File: src/rtl/lfsr_step_ctrl_if.sv
// Control and status bundle for the LFSR step controller.
// The master drives buttons, seed and rate; the slave reports state.
interface lfsr_step_ctrl_if;
    logic       btn_start;
    logic       btn_stop;
    logic       btn_step;
    logic       seed_we;
    logic [7:0] seed;
    logic [2:0] rate_sel;
    logic [7:0] state_out;
    logic       running;
    logic       step_pulse;
    logic       period_valid;
    logic [8:0] period;

    modport master (
        output btn_start,
        output btn_stop,
        output btn_step,
        output seed_we,
        output seed,
        output rate_sel,
        input  state_out,
        input  running,
        input  step_pulse,
        input  period_valid,
        input  period
    );

    modport slave (
        input  btn_start,
        input  btn_stop,
        input  btn_step,
        input  seed_we,
        input  seed,
        input  rate_sel,
        output state_out,
        output running,
        output step_pulse,
        output period_valid,
        output period
    );
endinterface

File: src/rtl/lfsr_step_ctrl.sv
// LFSR sequencing controller: run/pause/step/seed plus period measurement.
// The state register drives the LEDs and digit decoders directly.
module lfsr_step_ctrl #(
    parameter int BASE_DIV = 1000000,
    parameter int DIV_W    = 32
) (
    input  logic          clk,
    input  logic          rst_n,
    lfsr_step_ctrl_if.slave bus
);

    typedef enum logic [1:0] {
        IDLE,
        RUN,
        PAUSED
    } fsm_t;

    typedef enum logic [2:0] {
        OP_NONE,
        OP_SEED,
        OP_STOP,
        OP_STEP,
        OP_START,
        OP_TICK
    } op_t;

    fsm_t             fsm_q;
    op_t              op;
    logic [7:0]       lfsr_q;
    logic [7:0]       ref_q;
    logic [7:0]       nxt;
    logic [7:0]       seed_fix;
    logic [DIV_W-1:0] pre_q;
    logic [DIV_W-1:0] term;
    logic [8:0]       cnt_q;
    logic [8:0]       cnt_inc;
    logic [8:0]       period_q;
    logic             pv_q;
    logic             run_q;
    logic             pulse_q;
    logic             is_run;
    logic             fire;
    logic             adv;

    assign is_run   = (fsm_q == RUN);
    assign term     = (DIV_W'(BASE_DIV) << bus.rate_sel) - DIV_W'(1);
    assign fire     = (pre_q >= term);
    assign seed_fix = (bus.seed == 8'h00) ? 8'h01 : bus.seed;
    assign cnt_inc  = (cnt_q == 9'h1ff) ? cnt_q : cnt_q + 9'd1;

    // Next LFSR value; the all-zero lock-up state escapes to 0x01.
    always_comb begin
        nxt = {lfsr_q[0] ^ lfsr_q[2] ^ lfsr_q[3] ^ lfsr_q[4], lfsr_q[7:1]};
        if (lfsr_q == 8'h00)
            nxt = 8'h01;
    end

    // Pick this cycle's action; a button that is ignored falls through.
    always_comb begin
        op = OP_NONE;
        if (bus.seed_we)
            op = OP_SEED;
        else if (bus.btn_stop && is_run)
            op = OP_STOP;
        else if (bus.btn_step && !is_run)
            op = OP_STEP;
        else if (bus.btn_start && !is_run)
            op = OP_START;
        else if (is_run)
            op = OP_TICK;
    end

    assign adv = (op == OP_STEP) || (op == OP_TICK && fire);

    // State register, FSM, prescaler and period measurement.
    always_ff @(posedge clk) begin
        if (!rst_n) begin
            fsm_q    <= IDLE;
            lfsr_q   <= 8'h01;
            ref_q    <= 8'h01;
            pre_q    <= '0;
            cnt_q    <= '0;
            period_q <= '0;
            pv_q     <= 1'b0;
            run_q    <= 1'b0;
            pulse_q  <= 1'b0;
        end else begin
            pulse_q <= adv;
            unique case (op)
                OP_SEED: begin
                    lfsr_q <= seed_fix;
                    ref_q  <= seed_fix;
                    pre_q  <= '0;
                    cnt_q  <= '0;
                    pv_q   <= 1'b0;
                end
                OP_STOP: begin
                    fsm_q <= PAUSED;
                    run_q <= 1'b0;
                    pre_q <= '0;
                end
                OP_START: begin
                    fsm_q <= RUN;
                    run_q <= 1'b1;
                    pre_q <= '0;
                    ref_q <= lfsr_q;
                    cnt_q <= '0;
                    pv_q  <= 1'b0;
                end
                OP_TICK: begin
                    if (fire)
                        pre_q <= '0;
                    else
                        pre_q <= pre_q + DIV_W'(1);
                end
                default: begin
                end
            endcase
            if (adv) begin
                lfsr_q <= nxt;
                cnt_q  <= cnt_inc;
                if (nxt == ref_q && !pv_q) begin
                    period_q <= cnt_inc;
                    pv_q     <= 1'b1;
                end
            end
        end
    end

    assign bus.state_out    = lfsr_q;
    assign bus.running      = run_q;
    assign bus.step_pulse   = pulse_q;
    assign bus.period_valid = pv_q;
    assign bus.period       = period_q;

endmodule
File: src/flat_wrapper.sv
// flat-port wrapper written by rule: the top's interface ports become plain ports
module lfsr_step_ctrl_flat 
#(
    parameter int BASE_DIV = 1000000,
    parameter int DIV_W    = 32
)
  (clk, rst_n, bus_btn_start, bus_btn_stop, bus_btn_step, bus_seed_we, bus_seed, bus_rate_sel, bus_state_out, bus_running, bus_step_pulse, bus_period_valid, bus_period);
  lfsr_step_ctrl_if bus_i ();
  input  logic clk;
  input  logic rst_n;
  input wire logic [$bits(bus_i.btn_start)-1:0] bus_btn_start;
  input wire logic [$bits(bus_i.btn_stop)-1:0] bus_btn_stop;
  input wire logic [$bits(bus_i.btn_step)-1:0] bus_btn_step;
  input wire logic [$bits(bus_i.seed_we)-1:0] bus_seed_we;
  input wire logic [$bits(bus_i.seed)-1:0] bus_seed;
  input wire logic [$bits(bus_i.rate_sel)-1:0] bus_rate_sel;
  output wire logic [$bits(bus_i.state_out)-1:0] bus_state_out;
  output wire logic [$bits(bus_i.running)-1:0] bus_running;
  output wire logic [$bits(bus_i.step_pulse)-1:0] bus_step_pulse;
  output wire logic [$bits(bus_i.period_valid)-1:0] bus_period_valid;
  output wire logic [$bits(bus_i.period)-1:0] bus_period;
  assign bus_i.btn_start = bus_btn_start;
  assign bus_i.btn_stop = bus_btn_stop;
  assign bus_i.btn_step = bus_btn_step;
  assign bus_i.seed_we = bus_seed_we;
  assign bus_i.seed = bus_seed;
  assign bus_i.rate_sel = bus_rate_sel;
  assign bus_state_out = bus_i.state_out;
  assign bus_running = bus_i.running;
  assign bus_step_pulse = bus_i.step_pulse;
  assign bus_period_valid = bus_i.period_valid;
  assign bus_period = bus_i.period;
  lfsr_step_ctrl #(.BASE_DIV(BASE_DIV), .DIV_W(DIV_W)) u_core (.clk(clk), .rst_n(rst_n), .bus(bus_i));
endmodule
File: config.mk
export PLATFORM = sky130hd
export DESIGN_NAME = lfsr_step_ctrl_flat
export DESIGN_NICKNAME = d
export VERILOG_FILES = /design/src/rtl/lfsr_step_ctrl_if.sv /design/src/rtl/lfsr_step_ctrl.sv /design/src/flat_wrapper.sv
export SDC_FILE = /design/constraint.sdc
export NUM_CORES = 1
export LEC_CHECK = 0
export CORE_UTILIZATION = 55
export CTS_BUF_LIST = sky130_fd_sc_hd__clkbuf_16
export DETAILED_ROUTE_END_ITERATION = 6
export PLACE_DENSITY = 0.73
export SLEW_MARGIN = 20
export SYNTH_ARGS = -nofsm -noshare
export SYNTH_HDL_FRONTEND = slang
export SYNTH_SLANG_ARGS = --single-unit
File: constraint.sdc
create_clock -name clk -period 9.7 [get_ports clk]
set_clock_uncertainty 0.15 [all_clocks]
set_input_delay 2.425 -clock clk [delete_from_list [all_inputs] [get_ports clk]]
set_output_delay 2.425 -clock clk [all_outputs]
set_load 0.01 [all_outputs]
==> results of run 1 <==
final cells by class:
class                      count  area (µm²)  area share
sequential                    70        1400       0.269
multi-input combinational    458        2930       0.561
tap                          102         128      0.0245
clock buffer                   9         225      0.0432
timing repair buffer          42         405      0.0777
clock inverter                 6        87.6      0.0168
inverter                      11        41.3     0.00791
cells in the mapped netlist (5+ instances only):
| library cell | count | area (µm²) |
|---|---|---|
| or3_1 | 7 | 43.8 |
| nand2_1 | 74 | 278 |
| ha_1 | 37 | 463 |
| nand4_1 | 10 | 62.6 |
| a21oi_1 | 34 | 170 |
| and3_1 | 8 | 50.1 |
| xor2_1 | 19 | 166 |
| dfxtp_1 | 70 | 1400 |
| nor2b_1 | 13 | 81.3 |
| nor3_1 | 12 | 60.1 |
| and4_1 | 6 | 52.6 |
| clkbuf_1 | 25 | 93.8 |
| xnor2_1 | 31 | 272 |
| o21ai_0 | 24 | 120 |
| nand2b_1 | 5 | 31.3 |
| nor4_1 | 8 | 50.1 |
| mux2i_1 | 12 | 120 |
| a31oi_1 | 17 | 106 |
| nor2_1 | 62 | 233 |
| nand3_1 | 26 | 130 |
| inv_1 | 11 | 41.3 |
stage by stage:
| step | worst slack, ps | utilization | power [µW] | instances |
|---|---|---|---|---|
| after floorplan | 2870 | - | 372 | 568 |
| after detailed placement | 1480 | 0.628 | 403 | 683 |
| after CTS | 1790 | 0.668 | 751 | 698 |
| after global routing | 1210 | 0.668 | 775 | 698 |
| final | 1660 | 0.668 | 748 | 698 |
| after global placement | 1700 | 0.628 | 402 | 683 |
power by group through the flow:
stage                     sequential (µW)  combinational, µW  clock [µW]
after global routing                  302                108         365
after global placement                307               94.6           0
after detailed placement              307               95.2           0
final                                 301               96.8         350
after CTS                             301               95.9         354
after floorplan                       306               66.1           0
layer usage:
| layer | GRT usage | share of wire | routed length (µm) |
|---|---|---|---|
| met4 | 0.0729 | 0.012 | 129 |
| met3 | 0.0539 | 0.057 | 608 |
| met2 | 0.404 | 0.44 | 4700 |
| met5 | 0 | 0 | 0 |
| met1 | 0.365 | 0.49 | 5180 |
sequential cells by signal, summed over array words and instances (netlist names):
| signal | count |
|---|---|
| u_core.bus.step_pulse | 1 |
| u_core.ref_q | 8 |
| u_core.pre_q | 32 |
| u_core.bus.period_valid | 1 |
| u_core.bus.period | 9 |
| u_core.fsm_q | 2 |
| u_core.cnt_q | 9 |
| u_core.bus.state_out | 8 |
worst paths after layout:
| kind | from | to | slack, ps | cells past startpoint |
|---|---|---|---|---|
| setup reg to reg | u_core.pre_q[11] | u_core.bus.period[8] | 6480 | 8 |
| setup / recovery | bus_rate_sel[0] | u_core.bus.period[8] | 1660 | 20 |
| hold / removal | u_core.bus.period[3] | u_core.bus.period[3] | 310 | 2 |
| hold reg to reg | u_core.bus.period[3] | u_core.bus.period[3] | 310 | 2 |
worst max-delay path, cell delays in order:
cell             delay [ps]
clkdlybuf4s50_1         740
inv_1                   270
ha_1                    360
nand2_1                 210
ha_1                    250
nor2_1                   70
o32ai_2                 420
o21ai_0                 160
a21oi_1                 350
nand2_1                 140
o211ai_1                180
nand2_1                  90
ha_1                    280
and4_1                  220
nand3_1                  90
or3_1                   330
a211oi_1                320
or3_1                   400
and3_1                  590
o221a_1                 270
cell usage in the layout (no fill, tap or decap), types with 7 or more instances in the layout:
cell,netlist,final
xnor2_1,31,31
ha_1,37,37
mux2i_1,12,12
nor2b_1,13,13
xor2_1,19,19
nand4_1,10,10
nand2_1,74,74
and3_1,8,8
nor4_1,8,8
dfxtp_1,70,70
o21ai_0,24,24
nand3_1,26,26
inv_1,11,11
a21oi_1,34,34
a31oi_1,17,17
clkdlybuf4s50_1,0,36
nor3_1,12,11
clkbuf_16,0,9
or3_1,7,7
nor2_1,62,62
logic make-up (layout without fill, tap and decap cells):
logic type,Yosys count,after routing,synth area share
compound gates,113,113,0.163
xor+xnor,50,50,0.0979
buf+inv,40,68,0.0372
other cells,1,5,0.000838
mux,14,14,0.0319
fa+ha+maj,37,37,0.103
simple gates,239,239,0.252
flops,70,70,0.313
==> flow_summary.json, run 1 <==
{
  "run_status": "finished, final reports clean",
  "critPathMaxFanout": 12,
  "cts_buffers": 9,
  "cts_setup_buffers": 0,
  "slew_headroom": 0.474,
  "grt_pass1_vias": 3753,
  "drc": 0,
  "dr.pass1.iters": 5,
  "synth_ff_type": "dfxtp_1",
  "cp.required_ps": 9820,
  "endpoint_kind": "register",
  "cts_buffer_depth": 2,
  "finalHoldViolCount": 0,
  "grt-ovfl-total": 0,
  "seqPwrFrac": 0.403,
  "cts_tree": "yes",
  "dp.final_hpwl_mm": 7.57,
  "vias": 4079,
  "rows": 32,
  "cts_max_level": 3,
  "p_leak_uw": 0.00195,
  "cts.sinks": 70,
  "syn_avg_cell_area_um2": 7.93,
  "synth_edf_count": 0,
  "yosysSeqAreaShare": 0.313,
  "synth_cells": 564,
  "die_h_um": 92.2,
  "tightest_slew_ps": 785,
  "die_area_um2": 8500,
  "drt_iter0_drc": 415,
  "placed_area_um2": 4900,
  "antenna_found_initial": 0,
  "ir_worst_vdd_mv": 0.105,
  "combPwrFrac": 0.130,
  "finalSetupViolCount": 0,
  "grt_max_degree": 35,
  "power.density_nw_per_um2": 143,
  "ant_nets": 0,
  "pin_count": 37,
  "antennaDiodeCount": 0,
  "maxSlewViolCount": 0,
  "clk_pin_slew_ps": 60,
  "grt_use_total": 0.261,
  "die_width_um": 92.2,
  "fin_hold_ws_ps": 306,
  "initial_core_util": 0.573,
  "nets": 646,
  "p_sw_frac": 0.252,
  "finalSetupTns_ps": 0,
  "p_sw_uw": 189,
  "clk_latency_ps": 330,
  "ys_ff_latch": 70,
  "portBuffers": 36,
  "yosysWarnings": 0,
  "drive_gt1_frac": 0.0487,
  "root_buffer": "clkbuf_16",
  "clkPwrFrac": 0.468,
  "maxCapViolations": 0,
  "cp.arrival_ps": 8160,
  "routed_wl_mm": 10.6,
  "finalCritPeriodShare": 0.829,
  "async_flop_share": 0,
  "vias_per_cell": 5.84,
  "syn_area_um2": 4470,
  "max_freq_ghz": 0.124,
  "n_fill_cell": 652,
  "grt_setup_unrepaired": "false",
  "p_int_uw": 559,
  "place_congestion": 0.916,
  "cp-start-kind": "primary input",
  "period_needed_ps": 8040,
  "wl_per_cell_um": 15.2,
  "ctsResizeCount": 0,
  "netlist-cell-type-count": 54,
  "fin_area_um2": 5220,
  "critPathKind": "in2reg",
  "hold_class": "reg2reg",
  "grt_pass1_wl_mm": 17.8,
  "core_area_um2": 7810,
  "hold_buffers": 0,
  "syn_to_final_growth_pct": 16.6
}
Note: power is estimated with default switching activity, not from simulation.
==> inputs of run 2 (changes only) <==
==> constraint.sdc (replaced) <==
create_clock -name clk -period 8 [get_ports clk]
set_clock_uncertainty 0.15 [all_clocks]
set_input_delay 2 -clock clk [delete_from_list [all_inputs] [get_ports clk]]
set_output_delay 2 -clock clk [all_outputs]
set_load 0.01 [all_outputs]
==> run 2 against run 1 <==
  * Via count rose by 1.9%
  * Combinational power rose by 25%
  * Flip-flop and latch count did not move
  * Hold slack barely moved
  * Global-route usage rose by 1.1 points
  * First-iteration DRC count fell by 31%
  * Critical endpoint is now u_core.bus.period[0]
==> flow_summary.json, run 2 (same netlist as run 1, synthesis figures left out) <==
{
  "largest_reg_flops": 32,
  "die_h_um": 92.2,
  "p_leak_uw": 0.00200,
  "regMostFlops": "u_core.pre_q",
  "antenna_found_initial": 0,
  "vias": 4156,
  "r2r_slack_ps": 4890,
  "pin_count": 37,
  "grt_setup_unrepaired": "false",
  "cts_setup_buffers": 0,
  "antennaDiodeCount": 0,
  "grt_pass1_vias": 3925,
  "drt_iter0_drc": 285,
  "die_width_um": 92.2,
  "grt-ovfl-total": 0,
  "slew_headroom": 0.516,
  "cts_buffers": 9,
  "portBuffers": 36,
  "syn_to_final_growth_pct": 18.0,
  "cts.sinks": 70,
  "initial_core_util": 0.573,
  "cts_tree": "yes",
  "cts_max_level": 3,
  "max_freq_ghz": 0.141,
  "p_int_uw": 680,
  "cp-start-kind": "primary input",
  "place_congestion": 0.890,
  "routed_wl_mm": 11.0,
  "combPwrFrac": 0.133,
  "grt_max_degree": 35,
  "setup_slack_ps": 915,
  "p_sw_frac": 0.254,
  "rows": 32,
  "cts_buffer_depth": 2,
  "grt_use_total": 0.272,
  "p_sw_uw": 232,
  "power.density_nw_per_um2": 173,
  "dp.final_hpwl_mm": 7.83,
  "finalSetupViolCount": 0,
  "hold_buffers": 0,
  "die_area_um2": 8500,
  "root_buffer": "clkbuf_16",
  "wl_per_cell_um": 15.5,
  "cp.required_ps": 8100,
  "seqPwrFrac": 0.400,
  "final_cell_mix": "74 x nand2_1, 70 x dfxtp_1, 62 x nor2_1",
  "n_fill_cell": 677,
  "finalSetupTns_ps": 0,
  "nets": 654,
  "finalCritPeriodShare": 0.886,
  "vias_per_cell": 5.88,
  "final_common_cell": "nand2_1",
  "maxCapViolations": 0,
  "drc": 0,
  "run_status": "finished, final reports clean",
  "tightest_slew_ps": 724,
  "ant_nets": 0,
  "critPathMaxFanout": 13,
  "post-place-ws_ps": 642,
  "hold_class": "reg2reg",
  "clk_latency_ps": 330,
  "ctsResizeCount": 0,
  "endpoint_kind": "register",
  "drive_gt1_frac": 0.0595,
  "cp.arrival_ps": 7190,
  "ir_worst_vdd_mv": 0.126,
  "clk_pin_slew_ps": 60,
  "critPathKind": "in2reg",
  "finalHoldViolCount": 0,
  "maxSlewViolCount": 0,
  "grt_pass1_wl_mm": 18.5,
  "clkPwrFrac": 0.467,
  "core_area_um2": 7810,
  "dr.pass1.iters": 5,
  "period_needed_ps": 7090
}
==> run 2: cell types whose count changed in the layout (fill, tap and decap cells not counted), sizes merged <==
cell	delta
buf	+8
inv	+1
==> run 2: final cells by class <==
class,count,area (µm²),area share
clock inverter,7,90.1,0.0171
tap,102,128,0.0242
multi-input combinational,458,2930,0.555
clock buffer,9,225,0.0427
sequential,70,1400,0.265
timing repair buffer,50,465,0.0882
inverter,11,41.3,0.00782
==> run 2: through the flow <==
stage / util / area [µm²] / std cells / power, µW / hold WS, ps
CTS: 0.676 / 5280 / 707 / 917 / 310
global route: 0.676 / 5280 / 707 / 947 / 324
finish: 0.676 / 5280 / 707 / 913 / 306
detailed placement: 0.636 / 4960 / 691 / 491 / 300
global placement: 0.636 / 4960 / 691 / 489 / 293
floorplan: - / 4490 / 568 / 451 / 308
==> run 2: worst paths after layout <==
check	start	to	depth (start not counted)
setup reg to reg	u_core.pre_q[0]	u_core.bus.period[8]	9
hold reg to reg	u_core.bus.period[2]	u_core.bus.period[2]	2
hold / removal	u_core.bus.period[2]	u_core.bus.period[2]	2
setup / recovery	bus_rate_sel[1]	u_core.bus.period[0]	22
==> run 2: power groups by stage <==
stage               combinational [µW]  sequential [µW]  clock, µW
finish                             121              365        426
floorplan                         80.1              371          0
global route                       135              366        446
detailed placement                 118              373          0
global placement                   117              373          0
CTS                                120              365        432
==> run 2: layer usage <==
metal  part of all wire  vias up  wire length (µm)  global-route usage
met2               0.47      114              5150               0.447
met5                  0        -                 0                   0
li1                   -     2078                 -                   -
met4              0.019        0               210              0.0898
met3              0.048       21               524              0.0531
met1               0.46     1943              5090               0.357
==> run 2: worst max-delay path, cell delays in order <==
cell             delay, ps
clkdlybuf4s50_1        460
buf_4                  190
inv_1                  140
ha_1                   300
nand2_1                200
ha_1                   240
nor2_1                  80
o32ai_2                410
o21ai_0                170
a21oi_1                350
nand2_1                140
o211ai_1               180
nand2_1                100
ha_1                   280
and4_1                 220
nand3_1                 80
or3_1                  340
a211oi_1               280
or3_1                  370
and3_1                 210
buf_4                  210
mux2i_1                220
==> inputs of run 3 (changes only) <==
--- a/config.mk
+++ b/config.mk
@@ -7,6 +7,7 @@
 export LEC_CHECK = 0
 export CORE_UTILIZATION = 55
 export CTS_BUF_LIST = sky130_fd_sc_hd__clkbuf_16
+export CTS_CLUSTER_SIZE = 30
 export DETAILED_ROUTE_END_ITERATION = 6
 export PLACE_DENSITY = 0.73
 export SLEW_MARGIN = 20
==> results of run 3 <==
The final DEF is identical to that of run 2; final timing and power are the same.
